===== config.mk =====
export PLATFORM = sky130hd
export DESIGN_NAME = video_gray_filter_stage
export DESIGN_NICKNAME = d
export VERILOG_FILES = /design/src/rtl/video_stream_pkg.sv /design/src/rtl/rgb565_luma.sv /design/src/rtl/video_gray_filter_stage.sv
export SDC_FILE = /design/constraint.sdc
export NUM_CORES = 1
export LEC_CHECK = 0
export ABC_AREA = 1
export CORE_MARGIN = 5
export CORE_UTILIZATION = 54
export DETAILED_ROUTE_END_ITERATION = 16
export MAX_ROUTING_LAYER = met4
export PLACE_DENSITY_LB_ADDON = 0.2
export SYNTH_ARGS = -nofsm -noshare
export SYNTH_HDL_FRONTEND = slang
export SYNTH_SLANG_ARGS = --single-unit

===== constraint.sdc =====
create_clock -name clk -period 2.6 [get_ports clk]
set_input_delay 0.52 -clock clk [delete_from_list [all_inputs] [get_ports clk]]
set_output_delay 0.52 -clock clk [all_outputs]
set_load 0.05 [all_outputs]

===== src/rtl/video_stream_pkg.sv =====
// Shared definitions for the video streaming stages: RGB565 field positions,
// BT.601-style luma weights (sum to 256) and the framing FSM encoding.
package video_stream_pkg;

    localparam int R_MSB = 15;
    localparam int R_LSB = 11;
    localparam int G_MSB = 10;
    localparam int G_LSB = 5;
    localparam int B_MSB = 4;
    localparam int B_LSB = 0;

    localparam logic [7:0] LUMA_R = 8'd77;
    localparam logic [7:0] LUMA_G = 8'd150;
    localparam logic [7:0] LUMA_B = 8'd29;

    typedef enum logic [1:0] {
        ST_IDLE    = 2'd0,
        ST_ACTIVE  = 2'd1,
        ST_DISCARD = 2'd2
    } frame_state_e;

endpackage


===== src/rtl/rgb565_luma.sv =====
// Two-stage RGB565 -> grey datapath with bypass. Stage 1 expands the colour
// fields to 8 bits and applies the luma weights; stage 2 sums, takes the top
// byte and repacks it as RGB565. SOP/EOP travel alongside the pixel. The whole
// pipe advances only when en is high.
module rgb565_luma
    import video_stream_pkg::*;
(
    input  logic        clk,
    input  logic        reset,
    input  logic        en,
    input  logic        vld_in,
    input  logic [15:0] pix_in,
    input  logic        gray_in,
    input  logic        sop_in,
    input  logic        eop_in,
    output logic        vld_out,
    output logic [15:0] pix_out,
    output logic        sop_out,
    output logic        eop_out
);

    function automatic logic [7:0] expand5(input logic [4:0] c);
        return {c, c[4:2]};
    endfunction

    function automatic logic [7:0] expand6(input logic [5:0] c);
        return {c, c[5:4]};
    endfunction

    function automatic logic [15:0] pack_gray(input logic [7:0] y);
        return {y[7:3], y[7:2], y[7:3]};
    endfunction

    logic        vld_p1, gray_p1, sop_p1, eop_p1;
    logic [15:0] pix_p1, r_prod_p1, g_prod_p1, b_prod_p1;
    logic        vld_p2, sop_p2, eop_p2;
    logic [15:0] pix_p2;
    logic [7:0]  y_p1;

    // Stage 1: expand colour fields and weight them; keep the raw pixel for bypass
    always_ff @(posedge clk or negedge reset) begin
        if (!reset) begin
            vld_p1    <= 1'b0;
            gray_p1   <= 1'b0;
            sop_p1    <= 1'b0;
            eop_p1    <= 1'b0;
            pix_p1    <= '0;
            r_prod_p1 <= '0;
            g_prod_p1 <= '0;
            b_prod_p1 <= '0;
        end else if (en) begin
            vld_p1    <= vld_in;
            gray_p1   <= gray_in;
            sop_p1    <= sop_in;
            eop_p1    <= eop_in;
            pix_p1    <= pix_in;
            r_prod_p1 <= 16'(expand5(pix_in[R_MSB:R_LSB])) * 16'(LUMA_R);
            g_prod_p1 <= 16'(expand6(pix_in[G_MSB:G_LSB])) * 16'(LUMA_G);
            b_prod_p1 <= 16'(expand5(pix_in[B_MSB:B_LSB])) * 16'(LUMA_B);
        end
    end

    // Weights sum to 256 and each field is at most 255, so the 16-bit sum never wraps
    assign y_p1 = 8'((r_prod_p1 + g_prod_p1 + b_prod_p1) >> 8);

    // Stage 2: sum, take the integer luma and select grey or bypass
    always_ff @(posedge clk or negedge reset) begin
        if (!reset) begin
            vld_p2 <= 1'b0;
            sop_p2 <= 1'b0;
            eop_p2 <= 1'b0;
            pix_p2 <= '0;
        end else if (en) begin
            vld_p2 <= vld_p1;
            sop_p2 <= sop_p1;
            eop_p2 <= eop_p1;
            pix_p2 <= gray_p1 ? pack_gray(y_p1) : pix_p1;
        end
    end

    assign vld_out = vld_p2;
    assign pix_out = pix_p2;
    assign sop_out = sop_p2;
    assign eop_out = eop_p2;

endmodule


===== src/rtl/video_gray_filter_stage.sv =====
// Avalon-ST grey/bypass filter stage. Checks frame geometry on accepted beats,
// drops beats outside a frame, forces EOP on over-long frames and counts
// malformed frames. Pixel processing lives in rgb565_luma.
module video_gray_filter_stage
    import video_stream_pkg::*;
#(
    parameter int FRAME_WIDTH  = 320,
    parameter int FRAME_HEIGHT = 240,
    parameter int CNT_W        = 17
) (
    input  logic        clk,
    input  logic        reset,
    input  logic        valid_in,
    input  logic [15:0] data_in,
    input  logic        sop_in,
    input  logic        eop_in,
    output logic        ready_out,
    output logic        valid_out,
    output logic [15:0] data_out,
    output logic        sop_out,
    output logic        eop_out,
    input  logic        ready_in,
    input  logic        gray_en,
    input  logic        err_clear,
    output logic        frame_error,
    output logic [7:0]  err_count
);

    localparam logic [CNT_W-1:0] FRAME_PIX  = CNT_W'(FRAME_WIDTH * FRAME_HEIGHT);
    localparam bit               SINGLE_PIX = (FRAME_WIDTH * FRAME_HEIGHT == 1);

    function automatic logic [7:0] sat_inc(input logic [7:0] v);
        return (v == 8'hFF) ? v : v + 8'd1;
    endfunction

    frame_state_e     state_q, state_d;
    logic [CNT_W-1:0] cnt_q, cnt_d, cnt_inc;
    logic             gray_q, gray_d;
    logic             advance, accept, cnt_last;
    logic             fwd, fwd_sop, fwd_eop, fwd_gray, bad_beat;

    // Stage 2 empty or draining frees the whole pipe; held low while in reset
    assign advance   = ~valid_out | ready_in;
    assign ready_out = reset & advance;
    assign accept    = valid_in & ready_out;
    assign cnt_inc   = cnt_q + CNT_W'(1);
    assign cnt_last  = (cnt_inc == FRAME_PIX);

    // Framing state, pixel counter and mode latch
    always_ff @(posedge clk or negedge reset) begin
        if (!reset) begin
            state_q <= ST_IDLE;
            cnt_q   <= '0;
            gray_q  <= 1'b0;
        end else begin
            state_q <= state_d;
            cnt_q   <= cnt_d;
            gray_q  <= gray_d;
        end
    end

    // Next state: any SOP opens a frame; ACTIVE closes on EOP or when the count fills
    always_comb begin
        state_d = state_q;
        if (accept) begin
            if (sop_in) begin
                if (eop_in)          state_d = ST_IDLE;
                else if (SINGLE_PIX) state_d = ST_DISCARD;
                else                 state_d = ST_ACTIVE;
            end else begin
                unique case (state_q)
                    ST_ACTIVE: begin
                        if (eop_in)        state_d = ST_IDLE;
                        else if (cnt_last) state_d = ST_DISCARD;
                    end
                    ST_DISCARD: if (eop_in) state_d = ST_IDLE;
                    default: ;
                endcase
            end
        end
    end

    // Beat decisions: forward/drop, EOP forcing, error flag, counter and mode updates
    always_comb begin
        fwd      = 1'b0;
        fwd_sop  = 1'b0;
        fwd_eop  = 1'b0;
        fwd_gray = gray_q;
        bad_beat = 1'b0;
        cnt_d    = cnt_q;
        gray_d   = gray_q;
        if (accept) begin
            if (sop_in) begin
                fwd      = 1'b1;
                fwd_sop  = 1'b1;
                fwd_gray = gray_en;
                gray_d   = gray_en;
                cnt_d    = CNT_W'(1);
                // A SOP inside an open frame abandons that frame without closing it
                bad_beat = (state_q == ST_ACTIVE);
                if (eop_in) begin
                    fwd_eop = 1'b1;
                    if (!SINGLE_PIX) bad_beat = 1'b1;
                end else if (SINGLE_PIX) begin
                    fwd_eop  = 1'b1;
                    bad_beat = 1'b1;
                end
            end else if (state_q == ST_ACTIVE) begin
                fwd   = 1'b1;
                cnt_d = cnt_inc;
                if (eop_in) begin
                    fwd_eop  = 1'b1;
                    bad_beat = ~cnt_last;
                end else if (cnt_last) begin
                    fwd_eop  = 1'b1;
                    bad_beat = 1'b1;
                end
            end
        end
    end

    // Sticky error flag and saturating malformed-frame counter; clear wins
    always_ff @(posedge clk or negedge reset) begin
        if (!reset) begin
            frame_error <= 1'b0;
            err_count   <= '0;
        end else if (err_clear) begin
            frame_error <= 1'b0;
            err_count   <= '0;
        end else if (bad_beat) begin
            frame_error <= 1'b1;
            err_count   <= sat_inc(err_count);
        end
    end

    rgb565_luma u_luma (
        .clk     (clk),
        .reset   (reset),
        .en      (advance),
        .vld_in  (fwd),
        .pix_in  (data_in),
        .gray_in (fwd_gray),
        .sop_in  (fwd_sop),
        .eop_in  (fwd_eop),
        .vld_out (valid_out),
        .pix_out (data_out),
        .sop_out (sop_out),
        .eop_out (eop_out)
    );

endmodule

==> metrics.md <==
| Metric | Value |
|---|---|
| Outcome | `finished with violations` |
| Failing checks | `setup timing` |
| Crit Path Max Fanout | `4` |
| Reg power frac | `0.220` |
| CTS sink cnt | `between 100 and 150` |
| Rel. slew slack | `0.511` |
| Async set or reset register ratio after synthesis | `1.00` |
| Hold Crit Class | `in2async` |
| Psw | `approximately 5.5 mW` |
| Hold-fix buffers, CTS | `0` |
| Pre-Repair DR Iteration Count | `5` |
| Syn Area/Cell | `around 8 um^2` |
| Final worst-path cycle share | `1.14` |
| Kind of start point of the critical path | `primary input` |
| Gate power share | `0.659` |
| DP Wirelength | `between 15,000 and 20,000 um` |
| Vias in the first global route | `about 8.0k` |
| Leakage Power | `5.78 nW` |
| Via count | `between 7k and 8k` |
| WP data required | `around 2.9 ns` |
| Layout cell share with drive strength beyond 1 | `0.335` |
| Synthesis Warnings | `0` |
| Post-synthesis cell count | `~1.0k` |
| First-pass GRT wire length | `~39,000 um` |
| Iter 0 DRT Violations | `between 500 and 600` |
| RePlAce Congestion | `0.912` |
| Cell Area, Placed | `0.0105 mm^2` |
| Layout Nets | `approximately 1.4k` |
| Clock Path Buffers | `2` |
| Fmax | `between 0.3 and 0.4 GHz` |
| Latest clock arrival within the worst-skew pair | `approximately 0.36 ns` |
| Die Width | `roughly 130 um` |
| DRC | `0` |
| Setup ws final | `-0.365 ns` |
| Site Rows | `45` |
| Maximum capacitance violations | `0` |
| Final Skew | `0.00487 ns` |
| Final instance area | `around 0.012 mm^2` |
| Commonest non-fill, non-tap cell in the layout | `nand2_1` |
| Fin Setup TNS | `-7.30 ns` |
| CP arrival | `around 3.3 ns` |
| Final Hold Viols | `0` |
| Final setup fails | `30` |
| Core outline area | `0.0152 mm^2` |
| P&R area growth vs syn | `43.3%` |
| ANT nets after route | `0` |
| Drt wl/cell | `between 15 and 20 um` |
| Synth Cell Area | `about 0.0084 mm^2` |
| CTS tree | `built` |
| Synth Flop Type | `dfrtp_1` |
| # IOs | `53` |
| PD cells | `approximately 980 mW/mm^2` |
| WL final | `roughly 24,000 um` |
| Final Critical Period | `2.96 ns` |
| Seq cells post-synth | `~110` |
| Unique masters post-synth | `42` |
| Int Pwr | `~6.2 mW` |
| Vias per Instance | `roughly 5.4` |
| I/O Buffers | `52` |
| Total GRT Usage | `0.275` |
| H-tree depth | `3` |
| Largest net degree at the start of global routing | `78` |
| Net Sw Frac | `0.467` |
| Grt ovf | `0` |
| EDFF count, synth | `0` |
| Max Slew Vio Count | `0` |
| Critical path type | `in2reg` |
| Die Area | `0.0181 mm^2` |
| Worst setup EP type | `register` |
| Most frequent cells in the layout | `186 x nand2_1, 155 x buf_4, 143 x inv_1` |
| Initial antenna violation count | `0` |
| Clk root buf | `clkbuf_16` |
| Final antenna diode count | `0` |
| Clock transition at path regs | `about 0.070 ns` |
| Sequential share of the synthesized area | `0.317` |
| CTS buffer count | `9` |
| RSZ-0062 raised after global routing | `true` |
| Mapped Nets | `approximately 1.2k` |
| Die Ht | `134 um` |
| Max IR drop VDD | `just over 0.0007 V` |
| Worst Max-Slew Pin Slew | `between 0.7 and 0.8 ns` |
| Initial Util | `0.550` |
| Clock Power Share | `0.122` |
[sequential cells by signal, indices dropped and copies added (netlist names)]
register and cells:
u_luma.vld_p1 1, u_luma.eop_out 1, frame_error 1, state_q 2
u_luma.b_prod_p1 11, cnt_q 17, u_luma.eop_p1 1, u_luma.sop_out 1
u_luma.g_prod_p1 14, u_luma.pix_out 16, u_luma.sop_p1 1, u_luma.r_prod_p1 13
gray_q 1, u_luma.gray_p1 1, u_luma.pix_p1 16, u_luma.vld_out 1
err_count 8
[synthesized netlist by cell type, types with 8 or more instances]
cell type  instances  area, um^2
nand2_1          204         766
inv_1            169         634
ha_1             115        1440
dfrtp_1          106        2650
o21ai_0           94         470
nor2_1            67         251
a21oi_1           61         305
nand3_1           47         235
fa_1              37         741
clkbuf_1          18        67.6
xnor2_1           11        96.3
xor2_1            11        96.3
o22ai_1           10        62.6
nand4_1            8        50.1
nor2_2             8        50.1
[critical path, stage by stage]
cell	delay, ns
buf_6	0.10
ha_4	0.23
ha_4	0.26
inv_2	0.03
fa_1	0.46
fa_1	0.52
inv_2	0.05
ha_4	0.25
a21o_1	0.18
a21oi_2	0.15
o21ai_2	0.09
a21oi_2	0.14
nand2b_4	0.14
nand3_2	0.06
nand2_1	0.07
[area by class of cell]
cell class	instances	area, um^2
Inverter	173	658
Tap cell	188	235
Clock inverter	6	75.1
Timing Repair Buffer	229	1940
Sequential cell	106	2650
Fill cell	943	3220
Clock buffer	10	229
Multi-Input combinational cell	731	6180
[metrics by stage]
step	hold slack [ns]	total power, mW	worst slack [ns]	util	cells
CTS	0.334	10.9	-0.350	0.754	1431
finish	0.287	11.7	-0.365	0.788	1443
global route	0.376	12.6	-0.558	0.788	1443
detailed placement	0.438	8.96	-1.21	0.691	1392
floorplan	0.224	6.79	-0.506	-	1029
global placement	0.426	8.74	-1.12	0.691	1392
[power groups by stage]
| stage | clock, mW | sequential (mW) | combinational (mW) |
|---|---|---|---|
| after floorplan | 0 | 2.93 | 3.86 |
| after global placement | 0 | 2.55 | 6.19 |
| after detailed placement | 0 | 2.57 | 6.39 |
| after CTS | 1.44 | 2.56 | 6.90 |
| after global routing | 1.51 | 2.63 | 8.48 |
| final | 1.43 | 2.57 | 7.72 |
[routing by layer]
metal / share of wire / up-vias / global-route usage
met1: 0.42 / 3760 / 0.343
met5: 0 / - / -
met4: 0.034 / 0 / 0.0945
met2: 0.51 / 226 / 0.464
met3: 0.038 / 64 / 0.0338
li1: - / 3802 / -
[what timing repair did]
action / in CTS / in global routing
resized for setup: 175 / 104
setup endpoints to repair: 42 / 52
pin swaps: 102 / 71
setup buffers: 24 / 17
[cells by family after synthesis]
kind of cell    count (synthesis)  synth area share
simple gates                  362             0.185
compound gates                194             0.126
xor+xnor                       22            0.0230
buf+inv                       192            0.0863
flops                         106             0.317
fa+ha+maj                     152             0.261
mux                             1           0.00135
[path summary, 6_finish.rpt]
| check | slack [ns] | cells past startpoint | start | to |
|---|---|---|---|---|
| setup / recovery | -0.36 | 15 | data_in[9] | u_luma.g_prod_p1[13]$_DFFE_PN0N_ |
| hold / removal | 0.29 | 2 | reset | cnt_q[13]$_DFFE_PN0P_ |
| setup reg to reg | -0.35 | 20 | cnt_q[1]$_DFFE_PN0P_ | err_count[7]$_DFFE_PN0P_ |
| hold reg to reg | 0.46 | 2 | u_luma.vld_p1$_DFFE_PN0N_ | u_luma.vld_out$_DFFE_PN0N_ |
| max in group asynchronous | 1.17 | 3 | reset | cnt_q[2]$_DFFE_PN0P_ |
| min in group clk | 0.46 | 2 | u_luma.vld_p1$_DFFE_PN0N_ | u_luma.vld_out$_DFFE_PN0N_ |
(Power assumes the default switching activity.)
==> RTL edit, RTL diff (config.mk and constraints unchanged) <==
Reset style: synchronous (`reset`), changed in 4 clocked blocks.
--- a/src/rtl/rgb565_luma.sv
+++ b/src/rtl/rgb565_luma.sv
@@ -40,3 +40,3 @@
     // Stage 1: expand colour fields and weight them; keep the raw pixel for bypass
-    always_ff @(posedge clk or negedge reset) begin
+    always_ff @(posedge clk) begin
         if (!reset) begin
@@ -66,3 +66,3 @@
     // Stage 2: sum, take the integer luma and select grey or bypass
-    always_ff @(posedge clk or negedge reset) begin
+    always_ff @(posedge clk) begin
         if (!reset) begin
--- a/src/rtl/video_gray_filter_stage.sv
+++ b/src/rtl/video_gray_filter_stage.sv
@@ -49,3 +49,3 @@
     // Framing state, pixel counter and mode latch
-    always_ff @(posedge clk or negedge reset) begin
+    always_ff @(posedge clk) begin
         if (!reset) begin
@@ -122,3 +122,3 @@
     // Sticky error flag and saturating malformed-frame counter; clear wins
-    always_ff @(posedge clk or negedge reset) begin
+    always_ff @(posedge clk) begin
         if (!reset) begin
Behaviour: differs if reset is asserted again (counterexample within 4 cycles, from zero or initial values and one cycle with reset low); with reset held inactive, the same outputs for 4 cycles.
==> RTL edit against the unedited design <==
Sequential cell count stayed put; count of clock-buffer cells in the layout rose by 2; setup slack got worse by 0.19 ns; final area decreased by 1.8%; largest cell class unchanged; total power down 28%; cell count up 2.2%; die area decreased by 2.5%; the run still ends with setup timing left; area after synthesis shrank 2.7%; routed wire length rose by 1.5%.
==> RTL edit: results <==
group,metric,value,unit
logic_synthesis,synth_mux_area_share,0.123,%
cts,ctsResizeCount,188,
logic_synthesis,synth-xor-area-share,2.35,%
grt,track_usage,26.9,%
power,power.clock.fraction,16.9,%
cells_and_area,nFlopsAndLatches,106,
cells_and_area,buf_share,16.4,%
setup_path,cp.arrival,3.39,ns
placed_design,hpwlAfterDp,16400,um
power,p_leak,0.00533,uW
logic_synthesis,synth_cell_types,47,
cells_and_area,n_fill_cell,918,
timing,setup_viol,31,
logic_synthesis,synth_compound_area_share,15.8,%
cts,postCtsSetupBuffers,28,
cells_and_area,n_clock_buffer,12,
grt,grt_max_degree,41,
drt,drt-met1-wl,10500,um
logic_synthesis,ys.flop_type,"dfxtp_1",
timing,slew_headroom,34.4,%
logic_synthesis,netlist_top_cells_count,"193 x inv_1, 190 x nand2_1, 115 x ha_1",
cells_and_area,drive_above_1_share,34.1,%
grt,grt_pass1_vias,7955,
outcome,status,"finished, violations left",
logic_synthesis,async_reset_ff_share,0,%
grt,grt_pass1_wl,38200,um
outcome,failed_checks,"setup timing",
timing,setup_slack,-0.551,ns
grt,antenna_found_initial,1,
drt,wl_met2,12200,um
==> RTL edit: final timing paths <==
path / start / slack (ns) / to
setup / recovery: data_in[0] / -0.55 / u_luma.b_prod_p1[12]
hold / removal: u_luma.pix_out[5] / 0.47 / u_luma.pix_out[5]
setup reg to reg: cnt_q[1] / -0.30 / err_count[4]
hold reg to reg: u_luma.pix_out[5] / 0.47 / u_luma.pix_out[5]
==> RTL edit: stage by stage <==
stage,total power [uW],hold slack [ns],utilization (%),cells,TNS [ns]
floorplan,4630,0.425,-,1072,-9.26
global placement,5800,0.440,69.8,1424,-30.85
detailed placement,5890,0.446,69.8,1424,-33.13
CTS,7780,0.466,76.9,1464,-8.88
global route,8970,0.481,80.4,1475,-14.86
finish,8410,0.468,80.4,1475,-10.70
==> RTL edit: routing by layer <==
layer	vias up	GRT usage, %
li1	3934	-
met1	3853	33.7
met2	274	45.7
met3	60	3.61
met4	0	7.56
met5	-	-
